`config.mk`:
```
export PLATFORM = sky130hd
export DESIGN_NAME = golden_nonce_reporter_flat
export DESIGN_NICKNAME = d
export VERILOG_FILES = /design/src/rtl/golden_nonce_reporter_pkg.sv /design/src/rtl/golden_nonce_reporter_if.sv /design/src/rtl/golden_nonce_reporter_uart_tx_8n1.sv /design/src/rtl/golden_nonce_reporter.sv /design/src/flat_wrapper.sv
export SDC_FILE = /design/constraint.sdc
export NUM_CORES = 1
export LEC_CHECK = 0
export CORE_ASPECT_RATIO = 1.1
export CORE_UTILIZATION = 50
export DETAILED_ROUTE_END_ITERATION = 16
export HOLD_SLACK_MARGIN = 0.05
export PLACE_DENSITY = 0.67
export RECOVER_POWER = 25
export SLEW_MARGIN = 20
export SYNTH_ARGS = -nofsm -noshare
export SYNTH_HDL_FRONTEND = slang
export SYNTH_SLANG_ARGS = --single-unit
```
`constraint.sdc`:
```
create_clock -name hash_clk -period 3.5 [get_ports hash_clk]
set_input_delay 1.05 -clock hash_clk [delete_from_list [all_inputs] [get_ports hash_clk]]
set_output_delay 1.05 -clock hash_clk [all_outputs]
set_load 0.01 [all_outputs]
```
`src/rtl/golden_nonce_reporter_pkg.sv`:
```
// Shared constants, serializer state encoding and frame byte selection for golden_nonce_reporter.
// Build option: NONCE_SYNC_BYTE_EN prefixes every frame with NONCE_SYNC_BYTE.
package golden_nonce_reporter_pkg;

    localparam logic [7:0]  NONCE_SYNC_BYTE = 8'hAA;
    localparam int unsigned UART_FRAME_BITS = 10;

`ifdef NONCE_SYNC_BYTE_EN
    localparam int unsigned FRAME_BYTES = 5;
`else
    localparam int unsigned FRAME_BYTES = 4;
`endif

    typedef enum logic [1:0] {StIdle, StStart, StData, StStop} tx_state_e;

    // Byte idx of the frame for a given nonce; bytes go out MSB byte first.
    function automatic logic [7:0] frame_byte(input logic [31:0] nonce, input logic [2:0] idx);
        logic [7:0] b;
`ifdef NONCE_SYNC_BYTE_EN
        case (idx)
            3'd0:    b = NONCE_SYNC_BYTE;
            3'd1:    b = nonce[31:24];
            3'd2:    b = nonce[23:16];
            3'd3:    b = nonce[15:8];
            default: b = nonce[7:0];
        endcase
`else
        case (idx)
            3'd0:    b = nonce[31:24];
            3'd1:    b = nonce[23:16];
            3'd2:    b = nonce[15:8];
            default: b = nonce[7:0];
        endcase
`endif
        return b;
    endfunction

endpackage

```
`src/rtl/golden_nonce_reporter_if.sv`:
```
// Golden-ticket strobe bus from the hashing core into golden_nonce_reporter.
interface golden_nonce_reporter_if;

    logic        golden_valid;
    logic [31:0] golden_nonce;

    modport master (output golden_valid, output golden_nonce);
    modport slave  (input  golden_valid, input  golden_nonce);

endinterface

```
`src/rtl/golden_nonce_reporter_uart_tx_8n1.sv`:
```
// 8N1 UART byte transmitter: owns START/DATA/STOP bit timing; tx is registered and idles high.
module golden_nonce_reporter_uart_tx_8n1
    import golden_nonce_reporter_pkg::*;
#(
    parameter int unsigned CLKS_PER_BIT = 434
) (
    input  logic       hash_clk,
    input  logic       reset,
    input  logic       byte_valid,
    input  logic [7:0] byte_data,
    output logic       byte_ready,
    output logic       tx
);

    localparam logic [15:0] BitReload = 16'(CLKS_PER_BIT - 1);
    localparam logic [2:0]  LastBit   = 3'(UART_FRAME_BITS - 3);

    tx_state_e   state_q, state_d;
    logic [15:0] timer_q, timer_d;
    logic [2:0]  bit_idx_q, bit_idx_d;
    logic [7:0]  data_q, data_d;
    logic        tx_q, tx_d;
    logic        bit_done;

    assign bit_done = (timer_q == 16'd0);
    // A new byte can be taken from idle or at the very end of a stop bit (no inter-byte gap).
    assign byte_ready = (state_q == StIdle) || ((state_q == StStop) && bit_done);
    assign tx = tx_q;

    always_comb begin
        state_d   = state_q;
        timer_d   = timer_q;
        bit_idx_d = bit_idx_q;
        data_d    = data_q;
        case (state_q)
            StIdle: begin
                if (byte_valid) begin
                    state_d = StStart;
                    timer_d = BitReload;
                    data_d  = byte_data;
                end
            end
            StStart: begin
                if (bit_done) begin
                    state_d   = StData;
                    timer_d   = BitReload;
                    bit_idx_d = 3'd0;
                end else begin
                    timer_d = timer_q - 16'd1;
                end
            end
            StData: begin
                if (bit_done) begin
                    timer_d = BitReload;
                    if (bit_idx_q == LastBit) begin
                        state_d = StStop;
                    end else begin
                        bit_idx_d = bit_idx_q + 3'd1;
                    end
                end else begin
                    timer_d = timer_q - 16'd1;
                end
            end
            StStop: begin
                if (bit_done) begin
                    if (byte_valid) begin
                        state_d = StStart;
                        timer_d = BitReload;
                        data_d  = byte_data;
                    end else begin
                        state_d = StIdle;
                    end
                end else begin
                    timer_d = timer_q - 16'd1;
                end
            end
            default: state_d = StIdle;
        endcase
    end

    // Line level follows the current state, so tx lags the state register by one cycle.
    always_comb begin
        tx_d = 1'b1;
        case (state_q)
            StStart: tx_d = 1'b0;
            StData:  tx_d = data_q[bit_idx_q];
            default: tx_d = 1'b1;
        endcase
    end

    always_ff @(posedge hash_clk) begin
        if (reset) begin
            state_q   <= StIdle;
            timer_q   <= 16'd0;
            bit_idx_q <= 3'd0;
            data_q    <= 8'd0;
            tx_q      <= 1'b1;
        end else begin
            state_q   <= state_d;
            timer_q   <= timer_d;
            bit_idx_q <= bit_idx_d;
            data_q    <= data_d;
            tx_q      <= tx_d;
        end
    end

endmodule

```
`src/rtl/golden_nonce_reporter.sv`:
```
// Buffers golden nonces in a FIFO and sends each as a multi-byte 8N1 UART frame; drops are counted.
// Build option: NONCE_SYNC_BYTE_EN adds a sync-byte prefix to every frame.
module golden_nonce_reporter
    import golden_nonce_reporter_pkg::*;
#(
    parameter int unsigned CLKS_PER_BIT    = 434,
    parameter int unsigned FIFO_DEPTH_LOG2 = 2
) (
    input  logic                          hash_clk,
    input  logic                          reset,
    golden_nonce_reporter_if.slave        nonce_in,
    output logic                          uart_tx,
    output logic                          busy,
    output logic                          fifo_full,
    output logic [7:0]                    overflow_cnt
);

    localparam int unsigned            Depth    = 1 << FIFO_DEPTH_LOG2;
    localparam logic [FIFO_DEPTH_LOG2:0] DepthCnt = (FIFO_DEPTH_LOG2 + 1)'(Depth);
    localparam logic [2:0]             LastByte = 3'(FRAME_BYTES - 1);

    logic [31:0]                fifo_mem [Depth];
    logic [FIFO_DEPTH_LOG2-1:0] rd_ptr_q, wr_ptr_q;
    logic [FIFO_DEPTH_LOG2:0]   count_q;
    logic                       fifo_empty;
    logic                       push, pop;

    logic        frame_active_q;
    logic [31:0] nonce_q;
    logic [2:0]  byte_idx_q;
    logic [7:0]  overflow_cnt_q;

    logic       byte_valid, byte_ready;
    logic [7:0] byte_data;

    assign fifo_empty   = (count_q == '0);
    assign fifo_full    = (count_q == DepthCnt);
    assign busy         = frame_active_q || !fifo_empty;
    assign overflow_cnt = overflow_cnt_q;

    // A full FIFO still accepts a strobe in the cycle it pops.
    assign push = nonce_in.golden_valid && !reset && (!fifo_full || pop);

    always_comb begin
        pop        = 1'b0;
        byte_valid = 1'b0;
        byte_data  = frame_byte(fifo_mem[rd_ptr_q], 3'd0);
        if (!frame_active_q) begin
            if (!fifo_empty && byte_ready) begin
                pop        = 1'b1;
                byte_valid = 1'b1;
            end
        end else if (byte_idx_q != LastByte) begin
            byte_valid = 1'b1;
            byte_data  = frame_byte(nonce_q, byte_idx_q + 3'd1);
        end
    end

    always_ff @(posedge hash_clk) begin
        if (push) begin
            fifo_mem[wr_ptr_q] <= nonce_in.golden_nonce;
        end
    end

    always_ff @(posedge hash_clk) begin
        if (reset) begin
            rd_ptr_q       <= '0;
            wr_ptr_q       <= '0;
            count_q        <= '0;
            overflow_cnt_q <= 8'd0;
            frame_active_q <= 1'b0;
            nonce_q        <= 32'd0;
            byte_idx_q     <= 3'd0;
        end else begin
            if (push) wr_ptr_q <= wr_ptr_q + 1'b1;
            if (pop)  rd_ptr_q <= rd_ptr_q + 1'b1;
            case ({push, pop})
                2'b10:   count_q <= count_q + 1'b1;
                2'b01:   count_q <= count_q - 1'b1;
                default: count_q <= count_q;
            endcase
            if (nonce_in.golden_valid && !push && (overflow_cnt_q != 8'hFF)) begin
                overflow_cnt_q <= overflow_cnt_q + 8'd1;
            end
            if (pop) begin
                frame_active_q <= 1'b1;
                nonce_q        <= fifo_mem[rd_ptr_q];
                byte_idx_q     <= 3'd0;
            end else if (frame_active_q && byte_ready) begin
                // byte_ready mid-frame means the current byte's stop bit just ended.
                if (byte_idx_q == LastByte) begin
                    frame_active_q <= 1'b0;
                end else begin
                    byte_idx_q <= byte_idx_q + 3'd1;
                end
            end
        end
    end

    golden_nonce_reporter_uart_tx_8n1 #(
        .CLKS_PER_BIT(CLKS_PER_BIT)
    ) u_uart_tx (
        .hash_clk   (hash_clk),
        .reset      (reset),
        .byte_valid (byte_valid),
        .byte_data  (byte_data),
        .byte_ready (byte_ready),
        .tx         (uart_tx)
    );

endmodule
```
`src/flat_wrapper.sv`:
```
// flat-port wrapper written by rule: the top's interface ports become plain ports
module golden_nonce_reporter_flat import golden_nonce_reporter_pkg::*;
#(
    parameter int unsigned CLKS_PER_BIT    = 434,
    parameter int unsigned FIFO_DEPTH_LOG2 = 2
)
  (hash_clk, reset, uart_tx, busy, fifo_full, overflow_cnt, nonce_in_golden_valid, nonce_in_golden_nonce);
  golden_nonce_reporter_if nonce_in_i ();
  input  logic hash_clk;
  input  logic reset;
  output logic uart_tx;
  output logic busy;
  output logic fifo_full;
  output logic [7:0] overflow_cnt;
  input wire logic [$bits(nonce_in_i.golden_valid)-1:0] nonce_in_golden_valid;
  input wire logic [$bits(nonce_in_i.golden_nonce)-1:0] nonce_in_golden_nonce;
  assign nonce_in_i.golden_valid = nonce_in_golden_valid;
  assign nonce_in_i.golden_nonce = nonce_in_golden_nonce;
  golden_nonce_reporter #(.CLKS_PER_BIT(CLKS_PER_BIT), .FIFO_DEPTH_LOG2(FIFO_DEPTH_LOG2)) u_core (.hash_clk(hash_clk), .reset(reset), .nonce_in(nonce_in_i), .uart_tx(uart_tx), .busy(busy), .fifo_full(fifo_full), .overflow_cnt(overflow_cnt));
endmodule
```
Yosys cells after proc, flatten, opt, wreduce, memory -nomap -nowiden
Memory sizes are Yosys's and may differ from the RTL's. A register that Yosys moved wholly into a read port is not among the register bits.
Cells that the tools add are included.
Storage, ports and cells
  bits in registers: 81
  memory bits (writable): 128
  output and inout port bits: 11
  logic and storage cells: 107
  memories: 1
Cells by class
  add/subtract/negate cells: 8
  $lt $le $gt $ge: 1
  eq/ne operators: 18
  mux-type cells: 36
  bitwise gates (word level): 1
  reduce and logical (&&, ||, !) cells: 30
Memories
  u_core.fifo_mem: depth 4, width 32, rd ports 1, clocked after memory_dff 1, wr ports 1, line golden_nonce_reporter.sv:22  | logic [31:0] fifo_mem [Depth];
Operator list (count)
  16-bit two-way mux: 3
  16-bit one-hot mux with 3 select lines: 1
  8-bit two-way mux: 4
  8-bit one-hot mux with 3 select lines: 1
  16-bit logical NOT: 1
  8-bit one-hot mux with 2 select lines: 1
  16-bit by 1-bit subtractor with 16-bit output (second input constant): 1
  2-bit two-way mux: 7
  3-bit one-hot mux with 2 select lines: 2
  1-bit two-way mux: 11
  2-bit inequality test (second input constant): 5
  2-bit nonzero test: 5
  3-bit by 1-bit adder with 3-bit output (second input constant): 3
  3-bit two-way mux: 3
  8-bit by 1-bit adder with 8-bit output (second input constant): 1
  8-bit inequality test (second input constant): 1
  2-bit one-hot mux with 4 select lines: 1
  1-bit logical AND: 7
  2-bit == test (second input constant): 3
  3-bit by 2-bit == test with 1-bit output (second input constant): 2
  3-bit == test (second input constant): 2
  3-bit logical NOT: 2
  2-bit AND reduction: 3
  5-bit AND reduction: 1
  15 further kinds: 23

Longest topological paths before layout
  word-level depth: 11
  mapped depth: 13
  gate-level depth less buffers: 10

Hierarchy
A second synthesis with hierarchy kept.
Unflattened totals
  cell total of the unflattened synthesis: 710
  area total of the unflattened synthesis: 8952.3 sq um
Modules (own cells, without submodules)
  golden_nonce_reporter: times used 1, cells an instance 506, area an instance 7176.9 sq um
  golden_nonce_reporter_uart_tx_8n1: times used 1, cells an instance 204, area an instance 1775.5 sq um

Worst setup path after synthesis
OpenSTA, ideal clock, no wires.
  path kind: reg-to-reg
  from: register u_core.u_uart_tx.state_q[0]
  to: memory u_core.fifo_mem[0][0], enable pin
  arrival: 2.641 ns
  required time: 3.108 ns
  slack: 0.467 ns
  cell stages (with the launch flop): 8
  clock period less this slack: 3.033 ns
  path through: dfxtp_1 > ha_1 > or4b_1 > nor4_2 > a21oi_2 > buf_2 > a21oi_2 > and2_1
On the way
  word-level cells in the longest chain between the ends: 10
  elaborated cells between the ends (all ways): 11
  classes of those cells: eq/ne (1); mux (4); reduce/logical (6)
RTL lines
  start, declared: line golden_nonce_reporter_uart_tx_8n1.sv:18  | tx_state_e state_q, state_d;
  start signal, assigned: line golden_nonce_reporter_uart_tx_8n1.sv:93  | state_q <= StIdle;
  start signal, assigned: line golden_nonce_reporter_uart_tx_8n1.sv:99  | state_q <= state_d;
  2-bit == test: line golden_nonce_reporter_uart_tx_8n1.sv:27  | assign byte_ready = (state_q == StIdle) || ((state_q == StStop) && bit_done);
  1-bit logical AND: line golden_nonce_reporter_uart_tx_8n1.sv:27
  1-bit logical OR *: line golden_nonce_reporter_uart_tx_8n1.sv:27
  1-bit logical AND *: line golden_nonce_reporter.sv:49  | if (!fifo_empty && byte_ready) begin
  1-bit two-way mux *: line golden_nonce_reporter.sv:49
  1-bit two-way mux *: line golden_nonce_reporter.sv:48  | if (!frame_active_q) begin
  1-bit logical OR *: line golden_nonce_reporter.sv:42  | assign push = nonce_in.golden_valid && !reset && (!fifo_full || pop);
  1-bit logical AND *: line golden_nonce_reporter.sv:42
  1-bit two-way mux *: line golden_nonce_reporter.sv:60  | if (push) begin
  1-bit two-way mux (implied by the code) *: line golden_nonce_reporter.sv:61  | fifo_mem[wr_ptr_q] <= nonce_in.golden_nonce;
  end, declared: line golden_nonce_reporter.sv:22
Mark *: on every way between the ends. The rest lies on a longest branch, timed or not.

Final worst setup path
  from: register u_core.count_q[0]
  to: output port busy
On the way
  word-level cells in the longest chain between the ends: 3
RTL lines
  start, declared: line golden_nonce_reporter.sv:24  | logic [FIFO_DEPTH_LOG2:0] count_q;
  start signal, assigned: line golden_nonce_reporter.sv:78  | 2'b10: count_q <= count_q + 1'b1;
  start signal, assigned: line golden_nonce_reporter.sv:79  | 2'b01: count_q <= count_q - 1'b1;
  start signal, assigned: line golden_nonce_reporter.sv:80  | default: count_q <= count_q;
  3-bit logical NOT: line golden_nonce_reporter.sv:36  | assign fifo_empty = (count_q == '0);
  1-bit logical NOT: line golden_nonce_reporter.sv:38  | assign busy = frame_active_q || !fifo_empty;
  1-bit logical OR: line golden_nonce_reporter.sv:38
  end, declared: line flat_wrapper.sv:12  | output logic busy;
No other way between the ends.

==> summary.md <==
| Metric | Value |
|---|---|
| CP bufs+invs | 1 |
| Area Overhead vs Synth | 16.6% |
| Synth area leaders | edfxtp_1, dfxtp_1, mux4_2, nand2_1, a21oi_1 |
| Critical-path cell list | nor3_1 -> nand2_1 -> clkdlybuf4s50_1 |
| Final Routed Wirelength | 17.0 mm |
| #FFs+latches synth | between 200 and 250 |
| Syn_nets | 723 |
| Antenna violations before repair | 0 |
| Synth area leader | edfxtp_1 |
| Setup TNS | 0 ps |
| I/O Buffers | 45 |
| Post-CTS sizing | 0 |
| Gr usage total | 19.9% |
| Max_slew headroom | 35.2% |
| Cell count along the critical path | 3 |
| First-pass detailed-route iteration total | 5 |
| Wirelength per Cell | roughly 18 µm |
| Outcome | finished, final reports clean |
| First-pass GRT wire length | roughly 28 mm |
| Top Layer Used | met4 |
| Final Hold Vio Count | 0 |
| Met2 Wirelength | between 8 and 9 mm |
| H-tree levels | 1 |
| Crit path to | busy |
| Critical path launch point type | flip-flop |
| # DRC | 0 |
| Cells after DPL | 926 |
| Skew-Pair Late Insertion Delay | 520 ps |
| P_leak | 3.41 nW |
| Fmax | 0.331 GHz |
| Fin cells | a little under 1,000 |
| Most common library cells after synthesis | edfxtp_1, nand2_1, dfxtp_1 |
| Die Span Y | between 100 and 150 µm |
| Clock buffer depth | 3 |
| Worst path required time | 2450 ps |
| Post-synth EDFFs | 128 |
| Worst Path Max Fanout | 4 |
| Final setup viols | 0 |
| Post-synth ARST share | 0% |
| N_diodes | 0 |
| Hold buffer count at cts | 0 |
| CP top delay family | simple AND/OR/NAND/NOR gates |
| Terminus of the critical flop-to-flop path | u_core.count_q[2] |
| Layout cells sized above 1 | approximately an eighth |
| Min-Delay Path Class | reg -> reg |
| Num CTS Buffers | 23 |
| Post-DRT Antenna Nets | 0 |
| Yosys cell types | between 60 and 70 |
| Syn_area_per_cell | roughly 13 µm² |
| FF-to-FF path depth | 9 |
| CTS tree | yes |
| Worst-path clk slew | about 60 ps |
| Pwr Density | 780 mW/mm² |
| Initial DRC Count | 359 |
| Count leader, synth | edfxtp_1 |
| Final slew viol count | 0 |
| Met1 wire length | 7.42 mm |
| Yosys top cell area share | 44.0% |
| Post-DP HPWL | 10.7 mm |
| Reg2reg setup slack | 700 ps |
| Vias in the first global route | 5,458 |
| Unrepaired setup endpoints after global routing | no |
| Die footprint | 0.0180 mm² |
| CP endpoint kind | primary output |
| Worst Path Class, Setup | reg -> out |
| DR vias | 5,419 |
| Yosys warnings | 0 |
| Final worst path period need | a little over 3000 ps |
| Ys flop type | edfxtp_1 |
| Sink Count | 211 |
| Largest net degree at the start of global routing | just under 80 |
| Cells after Synth | 669 |
| Initial Util | 51.1% |
| Seq/Total Area, Yosys | 63.1% |
| GRT overflow | 0 |
| Die Wd | ~130 µm |
| Clock Skew | 17.0 ps |
| Post-CTS setup buffers | 0 |
| GPL Wtd Cong | ~0.84 |
| CP max stage delay | 500 ps |
| Setup crit start | u_core.count_q[0] |
| Synthesized area | 0.00873 mm² |
| VDD IR max | 547 µV |
| I/O pin total | 46 |
| Slowest CP cell | clkdlybuf4s50_1 |
| Final period util | 86.4% |
| Worst EP arrival | 1970 ps |
| R2R Path Start | u_core.u_uart_tx.state_q[0] |
| FP Rows | 50 |
| Placeable Area | about 0.017 mm² |
| Met3 wire len | 596 µm |
| Vias per cell | 5.60 |
| Max-cap violations | 0 |
| Root Buffer | clkbuf_16 |
| Slew of the pin with the lowest slew margin | slightly below 1000 ps |
| Nets | just under 800 |
cell type report:
cell class                 instances  area (µm²)
timing repair buffer              56         591
inverter                          19        71.3
multi-input combinational        406        3010
tap                              234         293
fill                            1332        6910
clock buffer                      28         594
clock inverter                    13         104
sequential                       211        5510
routing by layer:
metal | vias up | GRT usage [%]
met5 | - | 0
met3 | 26 | 3.42
met4 | 0 | 6.07
met1 | 2687 | 26.8
met2 | 108 | 33.0
li1 | 2598 | -
worst reg2reg max path: cells and delay by family (launching register included):
kind                       cells  cell delay [ps]
DFF                            1              400
and+or+nand+nor                4             1080
adders and majority gates      2              660
AOI/OAI and AO/OA              3              550
cell families (layout without fill, tap and decap cells):
family | count (synthesis) | after routing | synth area share, %
and+or+nand+nor | 209 | 209 | 11.2
AOI/OAI and AO/OA | 123 | 123 | 9.39
muxes | 43 | 43 | 9.82
DFF | 211 | 211 | 63.1
xor gates and xnor gates | 12 | 12 | 1.20
buffers and inverters | 52 | 116 | 2.48
adders and majority gates | 19 | 19 | 2.81
sequential cells by signal, indices dropped and copies added (netlist names), 2 cells and up, named ones only:
name                        flops
u_core.overflow_cnt             8
u_core.nonce_q                 32
u_core.rd_ptr_q                 2
u_core.fifo_mem               128
u_core.byte_idx_q               3
u_core.u_uart_tx.bit_idx_q      3
u_core.u_uart_tx.state_q        2
u_core.u_uart_tx.data_q         8
u_core.wr_ptr_q                 2
u_core.count_q                  3
u_core.u_uart_tx.timer_q       16
per-stage QoR:
stage | util (%) | hold slack (ps) | power [mW] | worst slack (ps) | instance area (µm²)
after floorplan | - | 429 | 5.12 | 467 | 8730
after CTS | 59.6 | 452 | 8.01 | 457 | 10200
final | 59.6 | 452 | 7.94 | 477 | 10200
after detailed placement | 55.5 | 446 | 5.77 | 682 | 9480
after global routing | 59.6 | 465 | 8.43 | 398 | 10200
after global placement | 55.5 | 441 | 5.70 | 741 | 9480
power by group:
group | leakage (nW) | switching [mW] | total, mW | internal [mW]
clock network | 0.333 | 0.944 | 2.23 | 1.29
registers | 1.84 | 0.313 | 3.36 | 3.05
logic | 1.23 | 1.36 | 2.34 | 0.981
total | 3.41 | 2.62 | 7.94 | 5.32
layout by cell type, fill, tap and decap left out, types with 2 or more instances in the layout:
master / netlist / routed
a211o_1: 7 / 7
a21oi_1: 61 / 61
a222oi_1: 7 / 7
a311oi_1: 8 / 8
a31oi_1: 4 / 4
and2_1: 8 / 8
and3_1: 3 / 3
buf_12: 0 / 5
buf_4: 2 / 6
clkbuf_1: 17 / 5
clkbuf_16: 0 / 23
clkdlybuf4s50_1: 0 / 19
clkinv_1: 1 / 6
clkinv_2: 0 / 3
clkinvlp_4: 0 / 2
dfxtp_1: 83 / 82
dlygate4sd3_1: 0 / 25
edfxtp_1: 128 / 128
ha_1: 18 / 18
inv_1: 18 / 18
mux2i_1: 8 / 8
mux4_2: 34 / 34
nand2_1: 97 / 97
nand2b_1: 3 / 3
nand3_1: 8 / 8
nand4_1: 3 / 3
nor2_1: 48 / 48
nor2b_1: 2 / 2
nor3_1: 15 / 15
nor3_2: 2 / 2
nor4_1: 3 / 3
nor4_2: 2 / 2
o21a_1: 3 / 3
o21ai_0: 9 / 9
o221a_2: 4 / 4
o31ai_1: 4 / 4
or3_1: 6 / 6
xnor2_1: 9 / 9
xor2_1: 3 / 3
worst min-delay path by stage:
stage                                    start                          to  slack [ps]  cells after the start
finish                      u_core.nonce_q[24]          u_core.nonce_q[24]         450                      2
global route                u_core.nonce_q[24]          u_core.nonce_q[24]         470                      2
CTS                         u_core.nonce_q[24]          u_core.nonce_q[24]         450                      2
detailed placement          u_core.nonce_q[24]          u_core.nonce_q[24]         450                      2
global placement            u_core.nonce_q[25]          u_core.nonce_q[25]         440                      2
floorplan           u_core.u_uart_tx.data_q[7]  u_core.u_uart_tx.data_q[7]         430                      2
Note: power is estimated with default switching activity, not from simulation.
